--- config.mk ---
export PLATFORM = sky130hd
export DESIGN_NAME = filter2d_ctrl
export DESIGN_NICKNAME = d
export VERILOG_FILES = /design/src/rtl/filter2d_ctrl.sv
export SDC_FILE = /design/constraint.sdc
export NUM_CORES = 1
export LEC_CHECK = 0
export CORE_ASPECT_RATIO = 1.4
export CORE_UTILIZATION = 40
export DETAILED_ROUTE_END_ITERATION = 12
export PLACE_DENSITY = 0.7
export SYNTH_ARGS = -nofsm -noshare
export SYNTH_HDL_FRONTEND = slang
export SYNTH_SLANG_ARGS = --single-unit
--- constraint.sdc ---
create_clock -name clk -period 5.34 [get_ports clk]
set_clock_uncertainty 0.1 [all_clocks]
set_input_delay 1.068 -clock clk [delete_from_list [all_inputs] [get_ports clk]]
set_output_delay 1.068 -clock clk [all_outputs]
set_load 0.03 [all_outputs]
--- src/rtl/filter2d_ctrl.sv ---
// Frame sequencer for the 3x3 filter2d datapath: coefficient download, start, raster write-back.
// Optional sticky interrupt (irq/irq_clr) is built when FILTER2D_CTRL_IRQ_EN is defined.
module filter2d_ctrl #(
  parameter int NPIX    = 65536,
  parameter int NTAP    = 9,
  parameter int TIMEOUT = 64
) (
  input  logic              clk,
  input  logic              reset,
  input  logic              cfg_we,
  input  logic [3:0]        cfg_idx,
  input  logic signed [7:0] cfg_data,
  input  logic              go,
  input  logic              abort,
  output logic              busy,
  output logic              done,
  output logic              err_timeout,
  output logic              h_write,
  output logic [3:0]        h_idx,
  output logic signed [7:0] h_data,
  output logic              op_start,
  input  logic              op_strb,
  input  logic [7:0]        op_data,
  output logic              wr_en,
  output logic [15:0]       wr_addr,
  output logic [7:0]        wr_data
`ifdef FILTER2D_CTRL_IRQ_EN
  ,
  output logic              irq,
  input  logic              irq_clr
`endif
);

  localparam int DATA_W = 8;
  localparam int COEF_W = 8;
  localparam int CNT_W  = (NPIX > 1) ? $clog2(NPIX) : 1;
  localparam int WD_W   = $clog2(TIMEOUT + 1);

  localparam logic [CNT_W-1:0] LAST_PIX = CNT_W'(NPIX - 1);
  localparam logic [3:0]       LAST_TAP = 4'(NTAP - 1);
  localparam logic [WD_W-1:0]  WD_LIMIT = WD_W'(TIMEOUT - 1);

  localparam logic [2:0] S_IDLE  = 3'd0;
  localparam logic [2:0] S_LOAD  = 3'd1;
  localparam logic [2:0] S_KICK  = 3'd2;
  localparam logic [2:0] S_RUN   = 3'd3;
  localparam logic [2:0] S_DONE  = 3'd4;
  localparam logic [2:0] S_DRAIN = 3'd5;
  localparam logic [2:0] S_ERR   = 3'd6;

  // Power-up kernel: 3x3 Gaussian-like smoothing weights.
  function automatic logic signed [COEF_W-1:0] default_coef(input int i);
    case (i)
      4:          return 8'sh20;
      1, 3, 5, 7: return 8'sh10;
      default:    return 8'sh08;
    endcase
  endfunction

  logic [2:0]               state, nxt_state;
  logic [3:0]               load_idx;
  logic [CNT_W-1:0]         pix_cnt;
  logic [WD_W-1:0]          wdog;
  logic signed [COEF_W-1:0] shadow [NTAP];
  logic                     vld_p1;
  logic [15:0]              addr_p1;
  logic [DATA_W-1:0]        data_p1;
  logic                     in_flow, strb_hit, last_hit, wd_expire, go_ok;

  assign in_flow   = (state == S_RUN) || (state == S_DRAIN);
  assign strb_hit  = in_flow && op_strb;
  assign last_hit  = strb_hit && (pix_cnt == LAST_PIX);
  assign wd_expire = in_flow && !op_strb && (wdog == WD_LIMIT);
  assign go_ok     = (state == S_IDLE) && go && !abort;

  always_comb begin
    nxt_state = state;
    case (state)
      S_IDLE:  if (go_ok) nxt_state = S_LOAD;
      S_LOAD: begin
        if (abort)                     nxt_state = S_IDLE;
        else if (load_idx == LAST_TAP) nxt_state = S_KICK;
      end
      S_KICK:  nxt_state = abort ? S_IDLE : S_RUN;
      S_RUN: begin
        // An abort on the final strobe still suppresses that write and the done pulse.
        if (last_hit)       nxt_state = abort ? S_IDLE : S_DONE;
        else if (wd_expire) nxt_state = S_ERR;
        else if (abort)     nxt_state = S_DRAIN;
      end
      S_DRAIN: begin
        if (last_hit)       nxt_state = S_IDLE;
        else if (wd_expire) nxt_state = S_ERR;
      end
      S_DONE:  nxt_state = S_IDLE;
      S_ERR:   nxt_state = S_IDLE;
      default: nxt_state = S_IDLE;
    endcase
  end

  always_ff @(posedge clk) begin
    if (reset) begin
      state       <= S_IDLE;
      load_idx    <= '0;
      pix_cnt     <= '0;
      wdog        <= '0;
      err_timeout <= 1'b0;
      vld_p1      <= 1'b0;
      addr_p1     <= '0;
      data_p1     <= '0;
    end else begin
      state    <= nxt_state;
      load_idx <= (state == S_LOAD && nxt_state == S_LOAD) ? load_idx + 4'd1 : 4'd0;
      if (state == S_KICK)
        pix_cnt <= '0;
      else if (strb_hit)
        pix_cnt <= pix_cnt + 1'b1;
      if (!in_flow || op_strb)
        wdog <= '0;
      else
        wdog <= wdog + 1'b1;
      if (go_ok)
        err_timeout <= 1'b0;
      else if (nxt_state == S_ERR)
        err_timeout <= 1'b1;
      // Stage p1: strobe captured, write presented one cycle later.
      vld_p1 <= strb_hit && (state == S_RUN) && !abort;
      if (strb_hit) begin
        addr_p1 <= 16'(pix_cnt);
        data_p1 <= op_data;
      end
    end
  end

  always_ff @(posedge clk) begin
    if (reset) begin
      for (int i = 0; i < NTAP; i++) shadow[i] <= default_coef(i);
    end else if (state == S_IDLE && cfg_we && int'(cfg_idx) < NTAP) begin
      shadow[cfg_idx] <= cfg_data;
    end
  end

  assign busy     = (state != S_IDLE);
  assign done     = (state == S_DONE);
  assign op_start = (state == S_KICK);
  assign h_write  = (state == S_LOAD);
  assign h_idx    = load_idx;
  assign h_data   = h_write ? shadow[load_idx] : '0;
  assign wr_en    = vld_p1;
  assign wr_addr  = addr_p1;
  assign wr_data  = data_p1;

`ifdef FILTER2D_CTRL_IRQ_EN
  logic irq_set;
  assign irq_set = (nxt_state == S_DONE) || (nxt_state == S_ERR && !err_timeout);

  always_ff @(posedge clk) begin
    if (reset)        irq <= 1'b0;
    else if (irq_set) irq <= 1'b1;
    else if (irq_clr) irq <= 1'b0;
  end
`endif

endmodule

==> flow_metrics.env, run 1 <==
export IMPL_finalInstanceArea_um2=9510
export IMPL_hold_path_class="reg2reg"
export IMPL_start_kind="register"
export IMPL_synth_top_area_share_pct=49.2
export IMPL_post_drt_wl_per_cell_um=18.0
export IMPL_synthTopCellsByArea="edfxtp_1 49%, dfxtp_1 14%, mux4_2 9.2%"
export IMPL_gp_congestion=0.776
export IMPL_reg2reg_from="state[2]$_SDFF_PP0_"
export IMPL_grt_ovfl_total=0
export IMPL_drive_above_1_share_pct=12.1
export IMPL_io_buffers=67
export IMPL_yosys_register_bits=184
export IMPL_mostFrequentLayoutCells="128 x edfxtp_1, 67 x clkdlybuf4s50_1, 64 x and2_1, 63 x nand2_1, 56 x conb_1"
export IMPL_status="finished, final reports clean"
export IMPL_dr_pass1_iters=4
export IMPL_cts_buffers=17
export IMPL_dpl_cell_area_um2=8910
export IMPL_finalHoldViolCount=0
export IMPL_required_ps=4170
export IMPL_maxCapViolations=0
export IMPL_cts_setup_buffers=0
export IMPL_ys_flop_type="edfxtp_1"
export IMPL_hold_buffers=0
export IMPL_leakage_nw=3.25
export IMPL_synthCells=577
export IMPL_grt_max_degree=41
export IMPL_grt_setup_unrepaired="no"
export IMPL_track_usage_pct=18.4
export IMPL_synth_edff_count=128
export IMPL_ctsResizeCount=0
export IMPL_clkSinkCount=184
export IMPL_synth_area_leader_cell="edfxtp_1"
export IMPL_ys_types=47
export IMPL_setup_tns_ps=0
export IMPL_dp_hpwl_um=11600
export IMPL_tightestPinTransition_ps=1350
export IMPL_clock_latency_ps=420
export IMPL_die_h_um=167
export IMPL_min_from="wdog[0]$_SDFF_PP0_"
export IMPL_syn_to_final_growth_pct=21.6
export IMPL_ys_seq_area_share_pct=63.5
export IMPL_final_nets=725
export IMPL_drt_initial_drc_count=315
export IMPL_cp_end_kind="output pin"
export IMPL_grt_pass1_wl_um=27500
export IMPL_period_needed_ps=4300
export IMPL_fin_crit_sh_pct=80.5
export IMPL_fmax_mhz=233
export IMPL_setup_viol_count_final=0
export IMPL_initial_core_util_pct=40.7
export IMPL_grt_pass1_vias=5171
export IMPL_startpoint="h_idx[0]$_SDFF_PP0_"
export IMPL_relSlewSlack_pct=10.1
export IMPL_core_rowCount=60
export IMPL_cts_tree="done"
export IMPL_async_reset_ff_share_pct=0
export IMPL_cts_buffer_depth=2
export IMPL_synth_area_um2=7820
export IMPL_cp_data_arrival_time_ps=3130
export IMPL_cts_root_buf="clkbuf_16"
export IMPL_coreArea_um2=19200
export IMPL_drcViolationCount=0
export IMPL_power_density_nw_per_um2=312
export IMPL_finalMaxSlewViolations=0
export IMPL_io_pin_count=68
export IMPL_clkTransAtPathRegs_ps=60
export IMPL_die_w_um=120
export IMPL_routed_wl_um=17200
export IMPL_n_antenna_cell=0
export IMPL_die_area_um2=20100
export IMPL_crit_type="reg2out"
export IMPL_vdd_drop_max_v=0.000229
export IMPL_ys_warn_count=0
export IMPL_antenna_found_initial=0
export IMPL_mostFrequentLayoutCell="edfxtp_1"
export IMPL_ant_nets=0
export IMPL_via_count=4928
export IMPL_detail_route_vias_per_cell=5.15
export IMPL_htreeDepth=4
export IMPL_cp_max_fo=28
export IMPL_syn_area_per_cell_um2=13.5
## power by group
group | internal [mW] | total (mW) | switching (mW)
Combinational | 0.0529 | 0.125 | 0.0725
Sequential | 1.58 | 1.60 | 0.0194
Clock | 0.688 | 1.24 | 0.550
## metrics by stage
step	cells	util [%]	setup slack, ps	hold slack, ps	total power, mW
after floorplan	632	-	2180	318	1.69
after CTS	956	49.5	943	356	2.99
final	956	49.5	1040	349	2.96
after global placement	924	46.4	1460	329	1.75
after global routing	956	49.5	830	368	3.06
after detailed placement	924	46.4	1440	342	1.76
## flip-flops by register name, summed over array words and instances, names as in the netlist
register / flops
shadow: 128
pix_cnt: 16
wr_addr: 16
wr_data: 8
wdog: 7
h_idx: 4
state: 3
err_timeout: 1
wr_en: 1
## cell type report
class                           count  area [um2]
Timing Repair Buffer               72         708
Fill cell                        1696        9710
Multi-Input combinational cell    412        2900
Inverter                            8        30.0
Tap cell                          248         310
Clock buffer                       19         475
Sequential cell                   184        4970
Clock inverter                     13         118
## synthesized netlist by cell type, drive strengths merged (2+ instances only)
library cell and number:
a21oi 35, and2 64, and3 6, and4 4
buf 16, clkbuf 12, dfxtp 56, edfxtp 128
ha 4, inv 8, mux2i 16, mux4 32
nand2 63, nand2b 6, nand3 9, nand4 5
nor2 26, nor2b 4, nor3 4, nor3b 3
nor4 2, o21ai 6, o22ai 9, o31ai 7
or2 11, or3 11, or4 5, xnor2 6
xor2 8
## metal layers
metal  wire [um]  track usage [%]  up-vias  share of wire [%]
met3        1150             5.28       25                6.7
met1        6890             21.1     2404                 40
met2        8850             31.6      189                 51
met5           0                0        -                  0
met4         327             7.93        0                1.9
li1            -                -     2310                  -
## critical path: stages (launching register included)
cell             delay, ps
dfxtp_2                970
buf_4                  330
mux4_2                 510
mux2i_1                160
o22ai_1                120
clkdlybuf4s50_1        620
## logic make-up (layout without fill, tap and decap cells)
logic type	Yosys count	in the layout	share of synthesized area, %
other	1	56	0.0480
flip-flops	184	184	63.5
adder cells (fa/ha/maj)	4	4	0.640
AND/OR/NAND/NOR	228	228	16.1
AO/OA/AOI/OAI	62	62	4.59
multiplexers	48	48	11.3
XOR/XNOR	14	14	1.81
buffers and inverters	36	112	2.05
## path summary, 6_finish.rpt
| check | end | slack (ps) | cells past startpoint |
|---|---|---|---|
| setup / recovery | h_data[4] | 1040 | 5 |
| hold / removal | wdog[0]$_SDFF_PP0_ | 350 | 1 |
| setup reg to reg | shadow[1][4]$_SDFFCE_PN1P_ | 2400 | 4 |
| hold reg to reg | wdog[0]$_SDFF_PP0_ | 350 | 1 |
(Power assumes the default switching activity.)
==> run 2, diff against run 1 <==
==> constraint.sdc (replaced) <==
create_clock -name clk -period 4 [get_ports clk]
set_clock_uncertainty 0.1 [all_clocks]
set_input_delay 0.8 -clock clk [delete_from_list [all_inputs] [get_ports clk]]
set_output_delay 0.8 -clock clk [all_outputs]
set_load 0.03 [all_outputs]
==> run 2 against run 1 <==
Against the previous run: sequential power increased by 34%; critical path depth unchanged; highest routed layer unchanged; first-iteration DRC count increased by 34%; largest power group unchanged; critical path type unchanged; sequential share of layout area decreased by 0.31 points; combinational power increased by 37%; cell count increased by 0.84%; global-route usage decreased by 0.19 points; routed wire length about the same; setup slack got worse by 750 ps; critical endpoint is now h_data[6]; clock power increased by 29%.
==> flow_metrics.env, run 2 (synthesized netlist as in run 1, its figures left out) <==
export IMPL_die_area_um2=20100
export IMPL_pre_cts_ws_ps=741
export IMPL_htreeDepth=4
export IMPL_syn_to_final_growth_pct=22.3
export IMPL_leakage_nw=3.28
export IMPL_power_density_nw_per_um2=409
export IMPL_io_pin_count=68
export IMPL_relSlewSlack_pct=39.3
export IMPL_core_rowCount=60
export IMPL_drcViolationCount=0
export IMPL_status="finished, final reports clean"
export IMPL_pwr_share_comb_pct=4.4
export IMPL_coreArea_um2=19200
export IMPL_fmax_mhz=269
export IMPL_pwr_share_clk_pct=40.9
export IMPL_cp_data_arrival_time_ps=2810
export IMPL_fin_ws_ps=289
export IMPL_cts_buffers=17
export IMPL_grt_pass1_vias=5137
export IMPL_cp_end_kind="output pin"
export IMPL_dr_pass1_iters=4
export IMPL_io_buffers=67
export IMPL_finalMaxSlewViolations=0
export IMPL_ant_nets=0
export IMPL_cts_buffer_depth=2
export IMPL_fillers=1705
export IMPL_mostFrequentLayoutCells="128 x edfxtp_1, 67 x clkdlybuf4s50_1, 64 x and2_1, 63 x nand2_1, 56 x conb_1"
export IMPL_detail_route_vias_per_cell=5.21
export IMPL_dpl_cell_area_um2=9000
export IMPL_layout_cells_non_filler=964
export IMPL_grt_setup_unrepaired="no"
export IMPL_drive_above_1_share_pct=12.8
export IMPL_routed_wl_um=17200
export IMPL_period_needed_ps=3710
export IMPL_intPower_mw=3.06
export IMPL_finalHoldViolCount=0
export IMPL_start_kind="register"
export IMPL_setup_viol_count_final=0
export IMPL_hold_buffers=0
export IMPL_dp_hpwl_um=11900
export IMPL_via_count=5022
export IMPL_multiInputGateArea_um2=2900
export IMPL_ctsResizeCount=0
export IMPL_regArea_um2=4970
export IMPL_final_nets=733
export IMPL_maxCapViolations=0
export IMPL_dp_cells=932
export IMPL_finalInstanceArea_um2=9560
export IMPL_initial_core_util_pct=40.7
export IMPL_top_register="shadow"
export IMPL_cp_max_fo=12
export IMPL_cts_root_buf="clkbuf_16"
export IMPL_die_w_um=120
export IMPL_grt_pass1_wl_um=27300
export IMPL_cts_tree="done"
export IMPL_n_antenna_cell=0
export IMPL_power_frac_seq_pct=54.7
export IMPL_track_usage_pct=18.2
export IMPL_post_drt_wl_per_cell_um=17.9
export IMPL_fin_crit_sh_pct=92.8
export IMPL_hold_path_class="reg2reg"
export IMPL_switching_share_pct=21.6
export IMPL_clkSinkCount=184
export IMPL_required_ps=3100
export IMPL_p_switching_uw=844
export IMPL_crit_type="reg2out"
export IMPL_post_route_util_pct=49.8
export IMPL_grt_max_degree=39
export IMPL_drt_initial_drc_count=423
export IMPL_die_h_um=167
export IMPL_tightestPinTransition_ps=907
export IMPL_grt_ovfl_total=0
export IMPL_clkTransAtPathRegs_ps=70
export IMPL_cts_setup_buffers=0
export IMPL_gp_congestion=0.860
export IMPL_vdd_drop_max_v=0.000303
export IMPL_setup_tns_ps=0
export IMPL_antenna_found_initial=0
export IMPL_largest_register_ffs=128
export IMPL_clock_latency_ps=420
export IMPL_mostFrequentLayoutCell="edfxtp_1"
-- run 2: per-layer routing --
metal  part of all wire [%]  up-vias  track usage [%]
met5                      0        -                0
met4                    2.3        0             7.23
met3                    7.1       32             5.35
met2                     52      177             31.3
met1                     38     2479             20.9
li1                       -     2334                -
-- run 2: worst max-delay path, stage by stage, from the launching register on --
cell             delay [ps]
dfxtp_1                 530
nand2b_1                130
nor2_1                  280
nand2_1                 350
o22ai_1                 360
clkdlybuf4s50_1         740
-- run 2: per-stage QoR --
step	power (mW)	hold slack [ps]
global route	4.03	371
floorplan	2.26	318
global placement	2.34	330
finish	3.91	357
CTS	3.94	357
detailed placement	2.35	349
-- run 2: power groups by stage --
stage / Combinational, mW / Clock (mW) / Sequential, mW
after floorplan: 0.0923 / 0 / 2.16
after global placement: 0.165 / 0 / 2.18
after detailed placement: 0.170 / 0 / 2.18
after CTS: 0.171 / 1.63 / 2.14
after global routing: 0.185 / 1.70 / 2.14
final: 0.171 / 1.60 / 2.14
-- run 2: final cells by class --
class,count,area share [%]
inverters,8,0.314
well taps,248,3.24
clock buffers,21,5.05
multi-input cells,412,30.3
clock inverters,11,0.864
flip-flops and latches,184,51.9
repair buffers,80,8.30
-- run 2: final timing paths --
kind | to | slack, ps | startpoint | cells after the start
setup reg to reg | shadow[8][1]$_SDFFCE_PN0P_ | 1060 | state[2]$_SDFF_PP0_ | 5
hold / removal | wr_data[0]$_SDFFE_PP0P_ | 360 | wr_data[0]$_SDFFE_PP0P_ | 2
hold reg to reg | wr_data[0]$_SDFFE_PP0P_ | 360 | wr_data[0]$_SDFFE_PP0P_ | 2
setup / recovery | h_data[6] | 290 | state[0]$_SDFF_PP0_ | 5
==> run 3, diff against run 2 <==
--- a/config.mk
+++ b/config.mk
@@ -6,9 +6,9 @@
 export NUM_CORES = 1
 export LEC_CHECK = 0
 export CORE_ASPECT_RATIO = 1.4
-export CORE_UTILIZATION = 40
+export CORE_UTILIZATION = 51
 export DETAILED_ROUTE_END_ITERATION = 12
-export PLACE_DENSITY = 0.7
+export PLACE_DENSITY_LB_ADDON = 0.3
 export SYNTH_ARGS = -nofsm -noshare
 export SYNTH_HDL_FRONTEND = slang
 export SYNTH_SLANG_ARGS = --single-unit
==> run 3 against run 2 <==
Against the previous run: via count down 1.2%; clock power about the same; die area down 21%; critical path depth unchanged; first-iteration DRC count down 33%; largest power group unchanged; setup slack better by 100 ps; sequential cell count unchanged; fmax up 2.8%; largest cell class unchanged; global-route usage up 4.7 points.
==> flow_metrics.env, run 3 (synthesized netlist as in run 1, its figures left out) <==
export IMPL_status="finished, final reports clean"
export IMPL_grt_pass1_vias=5212
export IMPL_multiInputGateArea_um2=2900
export IMPL_period_needed_ps=3610
export IMPL_fin_ws_ps=392
export IMPL_dpl_cell_area_um2=8920
export IMPL_finalInstanceArea_um2=9470
export IMPL_final_nets=735
export IMPL_cp_max_fo=18
export IMPL_cp_end_kind="output pin"
export IMPL_grt_ovfl_total=0
export IMPL_p_switching_uw=878
export IMPL_clock_latency_ps=420
export IMPL_drt_initial_drc_count=285
export IMPL_mostFrequentLayoutCell="edfxtp_1"
export IMPL_cts_buffer_depth=2
export IMPL_clkTransAtPathRegs_ps=70
export IMPL_finalPower_mw=3.88
export IMPL_cts_buffers=17
export IMPL_drcViolationCount=0
export IMPL_crit_type="reg2out"
export IMPL_track_usage_pct=22.9
export IMPL_ctsResizeCount=0
export IMPL_whs_path_depth=1
export IMPL_pre_cts_ws_ps=845
export IMPL_grt_max_degree=38
export IMPL_die_w_um=107
export IMPL_leakage_nw=3.28
export IMPL_hold_path_class="reg2reg"
export IMPL_pwr_share_comb_pct=4.5
export IMPL_die_area_um2=15800
export IMPL_clkSinkCount=184
export IMPL_pwr_share_clk_pct=40.6
export IMPL_mostFrequentLayoutCells="128 x edfxtp_1, 67 x clkdlybuf4s50_1, 64 x and2_1, 63 x nand2_1, 56 x conb_1"
export IMPL_detail_route_vias_per_cell=5.45
export IMPL_switching_share_pct=22.6
export IMPL_coreArea_um2=15000
export IMPL_fmax_mhz=277
export IMPL_required_ps=3100
export IMPL_finalMaxSlewViolations=0
export IMPL_hold_buffers=0
export IMPL_top_register="shadow"
export IMPL_tightestPinTransition_ps=895
export IMPL_start_kind="register"
export IMPL_antenna_found_initial=0
export IMPL_setup_viol_count_final=0
export IMPL_n_antenna_cell=0
export IMPL_core_rowCount=53
export IMPL_ant_nets=0
export IMPL_via_count=4961
export IMPL_io_pin_count=68
export IMPL_vdd_drop_max_v=0.000288
export IMPL_regArea_um2=4970
export IMPL_cp_data_arrival_time_ps=2710
export IMPL_cts_tree="done"
export IMPL_post_drt_wl_per_cell_um=18.4
export IMPL_maxCapViolations=0
export IMPL_dr_pass1_iters=7
export IMPL_grt_pass1_wl_um=26800
export IMPL_gp_congestion=0.874
export IMPL_finalHoldViolCount=0
export IMPL_htreeDepth=4
export IMPL_power_frac_seq_pct=54.9
export IMPL_cts_setup_buffers=0
export IMPL_grt_setup_unrepaired="no"
export IMPL_syn_to_final_growth_pct=21.2
export IMPL_routed_wl_um=16800
export IMPL_largest_register_ffs=128
export IMPL_io_buffers=67
export IMPL_initial_core_util_pct=52.2
export IMPL_relSlewSlack_pct=40.2
export IMPL_setup_tns_ps=0
export IMPL_fin_crit_sh_pct=90.2
export IMPL_dp_hpwl_um=11600
export IMPL_power_density_nw_per_um2=410
export IMPL_cts_root_buf="clkbuf_16"
export IMPL_drive_above_1_share_pct=13.2
export IMPL_r2r_cells=6
export IMPL_intPower_mw=3.00
export IMPL_fillers=1141
export IMPL_die_h_um=148
==> run 3: worst paths after layout <==
kind,end,slack (ps),from
worst max-delay path,h_data[6],390,h_idx[0]$_SDFF_PP0_
worst min register to register,wdog[0]$_SDFF_PP0_,350,wdog[0]$_SDFF_PP0_
worst max register to register,shadow[8][0]$_SDFFCE_PN0P_,1640,state[2]$_SDFF_PP0_
worst min-delay path,wdog[0]$_SDFF_PP0_,350,wdog[0]$_SDFF_PP0_
==> run 3: final cells by class <==
cell class | instances | share of cell area, %
multi-input combinational | 412 | 30.6
tap | 192 | 2.54
inverter | 8 | 0.317
sequential | 184 | 52.4
timing repair buffer | 82 | 8.27
clock buffer | 17 | 4.49
clock inverter | 15 | 1.37
==> run 3: critical path, cell delays in order (launching register included) <==
cell	delay, ps
dfxtp_2	320
buf_4	310
mux4_2	560
mux2i_1	330
o22ai_1	140
clkdlybuf4s50_1	620
==> run 3: power groups by stage <==
stage | logic (mW) | clock network, mW | registers [mW]
3_5_place_dp | 0.171 | 0 | 2.18
3_3_place_gp | 0.168 | 0 | 2.17
6_report | 0.173 | 1.58 | 2.13
5_1_grt | 0.187 | 1.68 | 2.14
2_1_floorplan | 0.0923 | 0 | 2.16
4_1_cts | 0.172 | 1.61 | 2.13
==> run 3: through the flow <==
step | instances | util, % | hold slack [ps]
3_5_place_dp | 878 | 59.5 | 338
4_1_cts | 910 | 63.2 | 351
5_1_grt | 910 | 63.2 | 382
3_3_place_gp | 878 | 59.5 | 329
2_1_floorplan | 632 | - | 318
6_report | 910 | 63.2 | 351
==> run 3: metal layers <==
metal,share of wire [%],up-vias,GRT usage (%)
met5,0,-,0
met4,2.8,0,10.1
met3,6.6,33,5.74
met2,52,210,39.7
met1,39,2385,26.6
li1,-,2333,-
